$ cat config.mk
export PLATFORM = sky130hd
export DESIGN_NAME = psram_bist
export DESIGN_NICKNAME = d
export VERILOG_FILES = /design/src/rtl/psram_bist.sv
export SDC_FILE = /design/constraint.sdc
export NUM_CORES = 1
export LEC_CHECK = 0
export ABC_AREA = 1
export CAP_MARGIN = 0
export CORE_MARGIN = 2
export CORE_UTILIZATION = 58
export CTS_CLUSTER_DIAMETER = 50
export DETAILED_ROUTE_END_ITERATION = 7
export PLACE_DENSITY = 0.88
export RECOVER_POWER = 100
export SYNTH_ARGS = -nofsm -noshare
export SYNTH_HDL_FRONTEND = slang
export SYNTH_SLANG_ARGS = --single-unit
$ cat constraint.sdc
create_clock -name ext_clk -period 15.4 [get_ports ext_clk]
set_input_delay 4.62 -clock ext_clk [delete_from_list [all_inputs] [get_ports ext_clk]]
set_output_delay 4.62 -clock ext_clk [all_outputs]
set_load 0.1 [all_outputs]
$ cat src/rtl/psram_bist.sv
// psram_bist: pattern write / read-back / compare self-test engine for the PSRAM HS controller user port.
module psram_bist #(
    parameter int ADDR_W      = 21,
    parameter int DATA_W      = 64,
    parameter int BURST_BEATS = 4,
    parameter int NUM_BURSTS  = 16,
    parameter int ADDR_STEP   = 16,
    parameter int CMD_GAP     = 14,
    parameter int RD_TIMEOUT  = 255
) (
    input  logic              ext_clk,
    input  logic              rst_n,
    input  logic              i_start,
    input  logic              i_loop,
    input  logic [1:0]        i_mode,
    input  logic [31:0]       i_seed,
    input  logic [ADDR_W-1:0] i_base_addr,
    input  logic              i_init_calib,
    output logic              o_cmd,
    output logic              o_cmd_en,
    output logic [ADDR_W-1:0] o_addr,
    output logic [DATA_W-1:0] o_wr_data,
    input  logic [DATA_W-1:0] i_rd_data,
    input  logic              i_rd_data_valid,
    output logic              o_busy,
    output logic              o_done,
    output logic              o_pass,
    output logic [15:0]       o_err_count,
    output logic [ADDR_W-1:0] o_first_err_addr,
    output logic [7:0]        o_first_err_beat,
    output logic              o_timeout,
    output logic [15:0]       o_pass_count
);
    typedef enum logic [3:0] {IDLE, WAIT_CALIB, WR_CMD, WR_BEATS, WR_GAP,
                              RD_CMD, RD_WAIT, RD_BEATS, RD_GAP, DONE} state_t;
    localparam logic [15:0] LAST_BEAT  = 16'(BURST_BEATS - 1);
    localparam logic [15:0] ALL_BEATS  = 16'(BURST_BEATS);
    localparam logic [15:0] LAST_BURST = 16'(NUM_BURSTS - 1);
    localparam logic [15:0] GAP_END    = 16'(CMD_GAP - 1);
    localparam logic [15:0] TMO_END    = 16'(RD_TIMEOUT - 1);

    state_t              r_state, w_next;
    logic [15:0]         r_b, r_k, r_cnt, r_err, r_pass_count;
    logic [31:0]         r_lfsr;
    logic                r_cmp_mis, r_have_err, r_done, r_pass, r_timeout;
    logic [7:0]          r_cmp_beat, r_miss, r_first_beat;
    logic [ADDR_W-1:0]   r_cmp_addr, r_first_addr;
    logic [31:0]         w_g, w_seed, w_lfsr_nx;
    logic [ADDR_W-1:0]   w_addr;
    logic [DATA_W-1:0]   w_lfsr_pat, w_pat;
    logic [16:0]         w_err_sum;
    logic [15:0]         w_err_next;

    assign w_g        = 32'(r_b) * 32'(BURST_BEATS) + 32'(r_k);
    assign w_seed     = (i_seed == 32'd0) ? 32'd1 : i_seed;
    assign w_lfsr_nx  = r_lfsr[0] ? ((r_lfsr >> 1) ^ 32'h80200003) : (r_lfsr >> 1);
    assign w_addr     = i_base_addr + ADDR_W'(32'(r_b) * 32'(ADDR_STEP));
    assign w_err_sum  = {1'b0, r_err} + 17'(r_cmp_mis) + 17'(r_miss);
    assign w_err_next = w_err_sum[16] ? 16'hFFFF : w_err_sum[15:0];

    always_comb begin
        w_lfsr_pat = '0;
        for (int i = 0; i < DATA_W / 32; i++)
            w_lfsr_pat[DATA_W-1-32*i -: 32] = i[0] ? ~r_lfsr : r_lfsr;
    end

    always_comb begin
        w_pat = (i_mode == 2'd0) ? {DATA_W/32{r_b, r_k}} :
                (i_mode == 2'd1) ? w_lfsr_pat :
                (i_mode == 2'd2) ? (DATA_W'(1) << (w_g % DATA_W)) :
                (w_g[0] ? {DATA_W/2{2'b10}} : {DATA_W/2{2'b01}});
    end

    always_ff @(posedge ext_clk or negedge rst_n)
        if (!rst_n) r_state <= IDLE;
        else        r_state <= w_next;

    always_comb begin
        w_next = r_state;
        case (r_state)
            IDLE:       w_next = i_start ? WAIT_CALIB : IDLE;
            WAIT_CALIB: w_next = i_init_calib ? WR_CMD : WAIT_CALIB;
            WR_CMD:     w_next = (BURST_BEATS == 1) ? WR_GAP : WR_BEATS;
            WR_BEATS:   w_next = (r_k == LAST_BEAT) ? WR_GAP : WR_BEATS;
            WR_GAP:     w_next = (r_cnt != GAP_END) ? WR_GAP : (r_b == LAST_BURST) ? RD_CMD : WR_CMD;
            RD_CMD:     w_next = RD_WAIT;
            RD_WAIT:    w_next = i_rd_data_valid ? ((BURST_BEATS == 1) ? RD_GAP : RD_BEATS) :
                                 (r_cnt == TMO_END) ? RD_GAP : RD_WAIT;
            RD_BEATS:   w_next = (!i_rd_data_valid || r_k == LAST_BEAT) ? RD_GAP : RD_BEATS;
            RD_GAP:     w_next = (r_cnt < GAP_END || r_k != ALL_BEATS) ? RD_GAP :
                                 (r_b == LAST_BURST) ? DONE : RD_CMD;
            DONE:       w_next = i_loop ? WAIT_CALIB : IDLE;
            default:    w_next = IDLE;
        endcase
    end

    always_comb begin
        o_cmd_en  = (r_state == WR_CMD) || (r_state == RD_CMD);
        o_cmd     = r_state == WR_CMD;
        o_addr    = ((r_state == WR_CMD) || (r_state == RD_CMD)) ? w_addr : '0;
        o_wr_data = ((r_state == WR_CMD) || (r_state == WR_BEATS)) ? w_pat : '0;
        o_busy    = r_state != IDLE;
    end

    always_ff @(posedge ext_clk or negedge rst_n) begin
        if (!rst_n) begin
            r_b <= '0; r_k <= '0; r_cnt <= '0; r_err <= '0; r_pass_count <= '0;
            r_lfsr <= 32'h1; r_cmp_mis <= 1'b0; r_have_err <= 1'b0; r_done <= 1'b0;
            r_pass <= 1'b0; r_timeout <= 1'b0; r_cmp_beat <= '0; r_miss <= '0;
            r_first_beat <= '0; r_cmp_addr <= '0; r_first_addr <= '0;
        end else begin
            r_cmp_mis <= 1'b0;
            r_miss    <= '0;
            r_cnt     <= (r_state == w_next) ? r_cnt + 16'd1 : 16'd0;
            r_err     <= w_err_next;
            if (r_cmp_mis && !r_have_err) begin
                r_have_err   <= 1'b1;
                r_first_addr <= r_cmp_addr;
                r_first_beat <= r_cmp_beat;
            end
            case (r_state)
                IDLE: if (i_start) begin
                    r_b <= '0; r_k <= '0; r_lfsr <= w_seed; r_err <= '0; r_have_err <= 1'b0;
                    r_first_addr <= '0; r_first_beat <= '0; r_timeout <= 1'b0;
                    r_done <= 1'b0; r_pass <= 1'b0;
                end
                WR_CMD, WR_BEATS: begin
                    r_lfsr <= w_lfsr_nx;
                    r_k    <= r_k + 16'd1;
                end
                WR_GAP: if (w_next != WR_GAP) begin
                    r_k <= '0;
                    r_b <= (w_next == RD_CMD) ? 16'd0 : r_b + 16'd1;
                    if (w_next == RD_CMD) r_lfsr <= w_seed;
                end
                RD_WAIT, RD_BEATS: begin
                    if (i_rd_data_valid) begin
                        r_cmp_mis  <= i_rd_data != w_pat;
                        r_cmp_beat <= r_k[7:0];
                        r_cmp_addr <= w_addr;
                        r_lfsr     <= w_lfsr_nx;
                        r_k        <= r_k + 16'd1;
                    end else if (r_state == RD_BEATS) begin
                        r_miss <= 8'(BURST_BEATS) - r_k[7:0];
                    end else if (w_next == RD_GAP) begin
                        r_timeout <= 1'b1;
                    end
                end
                // Beats never received still advance the LFSR so later bursts stay aligned.
                RD_GAP: begin
                    if (r_k != ALL_BEATS) begin
                        r_lfsr <= w_lfsr_nx;
                        r_k    <= r_k + 16'd1;
                    end else if (w_next == RD_CMD) begin
                        r_k <= '0;
                        r_b <= r_b + 16'd1;
                    end
                end
                DONE: begin
                    r_pass_count <= r_pass_count + 16'd1;
                    r_b <= '0; r_k <= '0; r_lfsr <= w_seed;
                    if (!i_loop) begin
                        r_done <= 1'b1;
                        r_pass <= (r_err == 16'd0) && !r_timeout;
                    end
                end
                default: ;
            endcase
        end
    end

    assign o_done           = r_done;
    assign o_pass           = r_pass;
    assign o_err_count      = r_err;
    assign o_first_err_addr = r_first_addr;
    assign o_first_err_beat = r_first_beat;
    assign o_timeout        = r_timeout;
    assign o_pass_count     = r_pass_count;
endmodule

==> results of run 1 <==
cell families (layout without fill, tap and decap cells):
group           count (synthesis)  count (layout)
simple gates                 1449            1449
buf+inv                       290             521
compound gates                202             202
flops                         187             187
xor+xnor                       71              71
fa+ha+maj                      40              40
mux                            15              15
synth_stat cells, types with 2 or more instances:
library cell	instances	area [µm²]
nand3_1	96	480.5
nand3b_1	57	427.9
xnor2_1	23	201.4
buf_2	22	110.1
nor4_1	22	137.6
a21o_1	2	15.01
inv_1	180	675.7
mux2_2	15	168.9
a21boi_0	2	15.01
nand4_2	2	25.02
nand2_2	7	43.79
buf_1	7	26.28
ha_1	36	450.4
o31ai_1	6	45.04
inv_2	23	86.33
nand4_1	30	187.7
nor2_4	5	56.30
buf_4	2	15.01
clkbuf_1	52	195.2
fa_1	4	80.08
buf_6	4	45.04
nand2_1	883	3314
a211oi_1	4	30.03
o21ai_1	11	55.05
o21ai_0	119	595.6
dfrtp_1	186	4654
nor2_2	8	50.05
nand3_2	6	60.06
a21oi_1	41	205.2
nor3_1	26	130.1
or2_2	19	118.9
nor2_1	282	1059
nand3_4	2	35.03
a31oi_1	12	75.07
xor2_1	48	420.4
routing by layer:
layer / vias up / GRT usage / share of wire
li1: 7582 / - / -
met1: 7438 / 0.4875 / 0.40
met2: 879 / 0.6294 / 0.47
met3: 149 / 0.05337 / 0.083
met4: 0 / 0.1665 / 0.046
met5: - / 0 / 0
final timing paths:
kind                                                      to  slack, ps  depth (start not counted)
min in group asynchronous          r_cmp_addr[2]$_DFFE_PN0P_       5830                          1
worst max-delay path                              o_addr[20]       1900                         17
worst min-delay path            o_pass_count[15]$_DFFE_PN0P_        490                          1
worst min register to register  o_pass_count[15]$_DFFE_PN0P_        490                          1
worst max register to register        r_lfsr[25]$_DFFE_PN0P_       9010                         14
max in group asynchronous             r_lfsr[24]$_DFFE_PN0P_       5350                          2
stage by stage:
step / util / instance area, µm² / setup slack, ps / power, W
floorplan: - / 14430 / 2954 / 0.002731
CTS: 0.7361 / 17950 / 2048 / 0.003826
global placement: 0.7091 / 17300 / 2113 / 0.003287
global route: 0.7317 / 17850 / 1570 / 0.003935
detailed placement: 0.7091 / 17300 / 2061 / 0.003327
finish: 0.7317 / 17850 / 1896 / 0.003763
worst reg2reg max path: cells and delay by family, from the launching register on:
family	cells	cell delay [ps]
compound gates	1	320
simple gates	10	4420
buf+inv	3	980
flops	1	440
report_power, final:
part | internal (W) | total (W) | switching [W]
Combinational | 0.000538 | 0.00253 | 0.00200
Sequential | 0.000626 | 0.000738 | 0.000112
Clock | 0.000234 | 0.000491 | 0.000257
sequential cells by signal, indices dropped and copies added (netlist names), 16 cells and up:
| signal | flops |
|---|---|
| o_err_count | 16 |
| o_first_err_addr | 21 |
| o_pass_count | 16 |
| r_b | 16 |
| r_cmp_addr | 21 |
| r_cnt | 16 |
| r_k | 16 |
| r_lfsr | 32 |
layout make-up:
cell class / count / area [µm²]
fill: 2023 / 6545
clock buffer: 17 / 425.4
inverter: 203 / 762.0
tap: 324 / 405.4
timing repair buffer: 286 / 2820
multi-input combinational: 1777 / 8519
sequential: 187 / 4681
clock inverter: 15 / 232.7
==> results.txt, run 1 <==
Setup repair after global routing left no endpoint under its margin. The number of max-capacitance violations reported is 4. Clock-pin slew was measured on the worst setup and hold paths at 90 ps. The combined global-route utilization of all metal layers came out at 0.3757. The count of boundary I/O pins is 277. STA classifies the critical path endpoint as an output port.

The startpoint identified for the worst hold timing path is o_pass_count[15]$_DFFE_PN0P_. The routed design could run at a clock period as short as 13500 ps. Counting flops with an async set or reset pin after synthesis yields a share of 1.000. Data on the critical path is required at its endpoint by 10780 ps.

Leaving out fill and tap cells, the most frequent cell in the layout is nand2_1. Among all flip-flop cells after synthesis, the most frequent one is dfrtp_1. The congestion estimate from routability-driven global placement came to approximately 1.0. The number of placement rows came out at 57.

Measured against its own limit, the worst slew margin works out to -2.122. Counting both buffers and inverters, the worst setup path holds a total of 4. The final reports fail on max-capacitance violations, max-slew violations. The clock insertion delay at the later pin of the skew report came out at 450 ps. The placeable core region is 0.02439 mm². The count of state elements after synthesis came out at 187. The maximum fanout count along the critical path is 2. Of the total synthesized cell area, the portion taken by XOR and XNOR cells is 0.04310. The total number of nets in the final design is approximately 2600. In this run the clock root is driven by a clkbuf_16.

The die width is 161.7 µm. The share of synthesized cell area in full adder, half adder and majority cells came out at 0.03677. On the critical path the largest part of the delay comes from buffers and inverters. The starting utilization of the core area is 0.5915.

The min-delay analysis places its worst path in the category reg -> reg. The number of detailed-route iterations in the first pass is 7. The library cells used most frequently in the layout, excluding fill and tap cells, are nand2_1 (887), nor2_1 (281), dfrtp_1 (186).

The number of nets produced by synthesis came out at roughly 2400. The number of setup violations in the final report is 0. The count of mapped cells out of synthesis came out at 2254. Dividing the final minimum period by the clock period gives 0.8769.

The number of enable flip-flop cells after synthesis came out at 0. Measured along the y axis, the die boundary spans between 150 and 200 µm. The aggregate negative setup slack came out at 0 ps. The count of input and output buffers is 276. The maximum clock frequency came out at 74.05 MHz.

The wire length after detailed routing came out at 49.82 mm. The number of global-route vias before repair came to about 15000. The number of inserted diodes is 0.

The worst register-to-register path begins at r_state[2]$_DFF_PN0_. After synthesis, the largest family of logic cells by area is simple AND/OR/NAND/NOR gates. The yosys synthesis warning count is 0. The worst-path cell with the longest stage delay is dlygate4sd3_1. Summing every instance area after synthesis gives 0.01443 mm². The final count of pins violating max slew came out at 227.

In this run the worst setup path begins at i_base_addr[4]. The run finished, with violations left. In the final layout, the share of cells above drive strength 1 is 0.04668.

For this design, the sink count on the clock tree is 187. The number of buffers on the longest clock path came out at 2. The count of distinct cell types in the synthesized netlist came out at 45.

The number of antenna-violating nets in the routed design is 0. The path type of the worst setup path is in -> out. The number of cells in the design after placement came out at 2777. The total grt overflow came out at 0. The first-pass GRT wire length is about 80 mm. Power spread over the standard cell area amounts to 210.9 mW/mm².

The per-instance average area after synthesis came out at between 6 and 7 µm². The synthesis-to-layout area growth came out at 23.69%. The register area share after synthesis is 0.3244.

The number of H-tree branching levels is 4. The number of gates resized after CTS was 0. After detailed routing, the number of remaining DRC violations is 0. The leakage power is a little over 9 nW.

The stage delay of the slowest cell on the critical path is 1200 ps. Of the total synthesized cell area, the portion taken by AND, OR, NAND and NOR gates is 0.4284. The ratio of routed vias to standard cells is 5.713.

The final worst clock skew came out at 20.88 ps. The maximum number of pins on one net before global-route repair is 91. The number of antenna violations at the first check in global routing was 0. The critical path launch point type is an input port. The total via count in the routed design came out at 16050. The number of buffers inserted during clock tree synthesis is 17.

The post-synthesis compound-gate area fraction came to 0.07562. The signal on the critical path passes through dlygate4sd3_1 > ha_1 > inv_1 > fa_1 > inv_1 > nand3_1 > nand2_1 > a21oi_1 > o21ai_0 > a21boi_0 > o21ai_0 > nand2_1 > o21ai_0 > or2_2 > nand2_1 > nor2_1 > dlygate4sd3_1. The actual transition at the worst max-transition pin is 4683 ps. Of the post-synthesis cell area, the part taken by muxes is 0.01171. The count of placed standard cells in the final layout, fillers left out came out at 2809. For this block, the initial DRC count from the detailed router was 1887. The count of endpoints failing hold in the final timing report came out at 0. The floorplan step defined a die boundary enclosing between 0.02 and 0.03 mm². The number of setup buffers added after CTS is 0. The HPWL after detailed placement is 37.86 mm. TritonCTS built the clock tree. The data arrival time at the worst-slack endpoint came out at between 8000 and 9000 ps. The final hold slack is about 500 ps. The total of hold buffers inserted after clock tree synthesis is 0. The per-cell routed wire length is around 18 µm. IR analysis of the VDD net gives a maximum drop of ~0.18 mV.
No activity file was read; power rests on OpenSTA's default activity.
==> run 2: changes to the inputs <==
--- a/config.mk
+++ b/config.mk
@@ -8,10 +8,11 @@
 export ABC_AREA = 1
 export CAP_MARGIN = 0
 export CORE_MARGIN = 2
-export CORE_UTILIZATION = 58
+export CORE_UTILIZATION = 56
 export CTS_CLUSTER_DIAMETER = 50
 export DETAILED_ROUTE_END_ITERATION = 7
-export PLACE_DENSITY = 0.88
+export GPL_TIMING_DRIVEN = 0
+export PLACE_DENSITY = 0.85
 export RECOVER_POWER = 100
 export SYNTH_ARGS = -nofsm -noshare
 export SYNTH_HDL_FRONTEND = slang
==> constraint.sdc (replaced) <==
create_clock -name ext_clk -period 15.4 [get_ports ext_clk]
set_input_delay 4.62 -clock ext_clk [delete_from_list [all_inputs] [get_ports ext_clk]]
set_output_delay 4.62 -clock ext_clk [all_outputs]
set_load 0.01 [all_outputs]
==> results.txt, run 2 (synthesis results as in run 1) <==
The flow ran to the end, but the final reports show violations. The checks that failed: max-capacitance violations, max-slew violations. The share of the clock period used by the worst path is 0.8448 (-0.03207). The die outline area came out at 0.02706 mm² (+3.5%). The final worst clock skew was 22.89 ps (+2.007 ps).

The number of antenna-violating nets in the routed design is 0 (unchanged). The per-cell routed wire length is 17.92 µm (+1.0%). The worst-path cell with the longest stage delay is dlygate4sd3_1. The combinational power share came out at 0.566 (-0.107). The type of the tightest min-delay check is reg -> reg. The number of setup violations in the final report came out at 0 (unchanged). The internal power of the cells is 0.001420 W (+1.6%). The register share of total power was 0.263 (+0.067).

The switching part of the total is 0.4917 (-0.1366). The critical path in this run is classified as in -> out. The met1 wire length came out at 20.07 mm (+0.53%). The number of detailed-route iterations in the first pass came out at 6 (-1). The count of boundary I/O pins is 277 (unchanged). The maximum clock frequency came out at 76.86 MHz (+3.8%). The data arrival time at the worst-slack endpoint came out at 8390 ps (-490 ps).

The number of placement rows is 58 (+1.8%). The clock tree from TritonCTS is done. The starting utilization of the core area came out at 0.5713 (-0.02022). The final count of pins violating max slew came out at 68 (-70%).

The required time of the worst setup path came to 10780 ps (about the same). Setup repair after global routing left no endpoint under its margin. The post-cts repair resize count came out at 0 (unchanged).

The placeable core region was 0.02525 mm² (+3.5%). The stage delay of the slowest cell on the critical path came out at 620 ps (-580 ps). The clock slew seen by the registers of the worst setup and hold paths is 80 ps (about the same). The count of input and output buffers came out at 276 (unchanged). The number of buffers inserted during clock tree synthesis is 17 (unchanged). The leakage power is 9.414 nW (+1.0%).

The worst setup path is captured at an output port. The number of antenna violations at the first check in global routing came out at 0 (unchanged). The number of max-capacitance violations reported came out at 1 (-3). The buffer type at the clock tree root is clkbuf_16. The wire length after detailed routing is 51.86 mm (+4.1%).

The count of filler cells inserted in the layout is 2018 (-0.25%). Counting flops per register, the top entry is r_lfsr. The total grt overflow is 0 (unchanged). The internal reg-to-reg setup slack is 11370 ps (+2360 ps). The layout cell share with drive strength beyond 1 was 0.04877 (+0.002091). The total via count in the routed design is 16550 (+3.1%). The switching power is 0.001374 W (-42%). The part of the power in the clock network is 0.171 (+0.041).

The tightest slew margin relative to the limit came out at -1.542 (+0.5806). The worst supply voltage drop on vdd came out at 0.1402 mV (-21%). The DRC violations left came out at 0 (unchanged). The count of endpoints failing hold in the final timing report is 0 (unchanged).

The overall power consumption came out at 0.002795 W (-26%). The ratio of routed vias to standard cells is 5.718 (about the same). The highest layer touched by signal routing is met4. Leaving out fill and tap cells, the most frequent cells in the layout are nand2_1 (885), nor2_1 (286), inv_1 (186), dfrtp_1 (186), dlygate4sd3_1 (151).

The die boundary height came out at 164.5 µm (+1.7%). The die width came to 164.5 µm (+1.7%). The aggregate negative setup slack came to 0 ps (unchanged). The maximum number of pins on one net before global-route repair came out at 121 (+33%). The placer congestion estimate came to 1.022 (+0.36%).

The leading cell type in the layout, fill and taps excluded is nand2_1. The minimum clock period is 13010 ps (-493.8 ps). The detailed-routed wire length on met3 came out at 3.994 mm (-3.8%). STA classifies the critical path startpoint as an input port. The flip-flop count of the largest register, all copies and words added is 32 (unchanged).

The HPWL after detailed placement came out at 40.73 mm (+7.6%). The total number of nets in the final design is 2715 (+3.0%). The number of H-tree branching levels came out at 4 (unchanged). The maximum fanout count along the critical path came out at 2 (unchanged).

The number of DRC markers after the initial detailed-route iteration came out at 1746 (-7.5%). The post-CTS setup buffer count was 0 (unchanged). The cell area power density came out at 154.1 mW/mm² (-27%).

The number of global-route vias before repair is 15940 (+5.7%). The total of hold buffers inserted after clock tree synthesis is 0 (unchanged). Walking the worst path, the cells encountered are dlygate4sd3_1 > ha_1 > inv_1 > fa_1 > inv_1 > nand3_1 > nand2_1 > a21oi_1 > o21ai_0 > a21boi_0 > o21ai_0 > nand2_1 > o21ai_0 > or2_2 > nand2_1 > nor2_1 > dlygate4sd3_1. The length of routed met2 wiring came out at 25.37 mm (+8.3%).

The number of buffers on the longest clock path came out at 2 (unchanged). The synthesis-to-layout area growth is 25.69%. The actual transition at the worst max-transition pin is 3812 ps (-870.9 ps).

The clock insertion delay at the later pin of the skew report is 450 ps (about the same). The combined global-route utilization of all metal layers came to 0.3798 (+0.004083). The number of sinks on the clock net came to 187 (unchanged). The first-pass GRT wire length is 80.62 mm (+2.9%).
[run 2: cell types whose count changed in the layout (fill, tap and decap cells not counted), moves of 3 or more]
| cell | previous run | this run |
|---|---|---|
| nor2_1 | 281 | 286 |
| buf_2 | 0 | 15 |
| clkbuf_1 | 4 | 67 |
| buf_1 | 0 | 4 |
| dlygate4sd3_1 | 155 | 151 |
| nor2_2 | 10 | 7 |
| clkdlybuf4s50_1 | 120 | 124 |
| inv_16 | 3 | 0 |
| buf_4 | 7 | 2 |
[run 2: final cells by class]
| type | count | area, µm² | area share |
|---|---|---|---|
| multi-input cells | 1777 | 8517 | 0.4697 |
| flip-flops and latches | 187 | 4681 | 0.2581 |
| repair buffers | 277 | 2784 | 0.1535 |
| inverters | 203 | 762.0 | 0.04202 |
| clock buffers | 17 | 425.4 | 0.02346 |
| well taps | 330 | 412.9 | 0.02277 |
| plain buffers | 87 | 352.8 | 0.01946 |
| clock inverters | 15 | 196.4 | 0.01083 |
| diodes | 1 | 2.502 | 0.0001380 |
[run 2: power groups by stage]
stage               sequential (W)  combinational, W  clock [W]
global placement          0.000732           0.00161          0
CTS                       0.000732           0.00167   0.000475
floorplan                 0.000723          0.000974          0
global route              0.000748           0.00173   0.000499
finish                    0.000736           0.00158   0.000477
detailed placement        0.000741           0.00166          0
[run 2: metal layers]
layer	GRT usage	vias to the layer above
li1	-	7746
met1	0.4606	7662
met2	0.6624	951
met3	0.05123	190
met4	0.1905	0
met5	0	-
[run 2: worst paths after layout]
check,startpoint,endpoint,cells after the start
setup / recovery,i_base_addr[4],o_addr[20],17
hold / removal,o_pass$_DFFE_PN0P_,o_pass$_DFFE_PN0P_,2
setup reg to reg,r_k[0]$_DFFE_PN0P_,r_lfsr[31]$_DFFE_PN0P_,14
hold reg to reg,o_pass$_DFFE_PN0P_,o_pass$_DFFE_PN0P_,2
max in group asynchronous,rst_n,r_lfsr[16]$_DFFE_PN0P_,1
min in group asynchronous,rst_n,o_pass_count[12]$_DFFE_PN0P_,1
[run 2: critical path, delay by kind of cell]
kind	cells	cell delay (ps)
compound gates	5	1210
fa+ha+maj	2	610
buf+inv	4	1320
simple gates	6	610
[run 2: metrics by stage]
step	cell area (µm²)	cells	setup WS [ps]	hold slack (ps)	util
after global routing	18130	2893	2194	495.9	0.7179
after CTS	18260	2893	2578	489.5	0.7229
after global placement	17600	2860	2267	456.5	0.6970
after detailed placement	17640	2861	2633	467.4	0.6983
after floorplan	14430	2254	4056	445.2	-
final	18130	2894	2390	482.3	0.7180
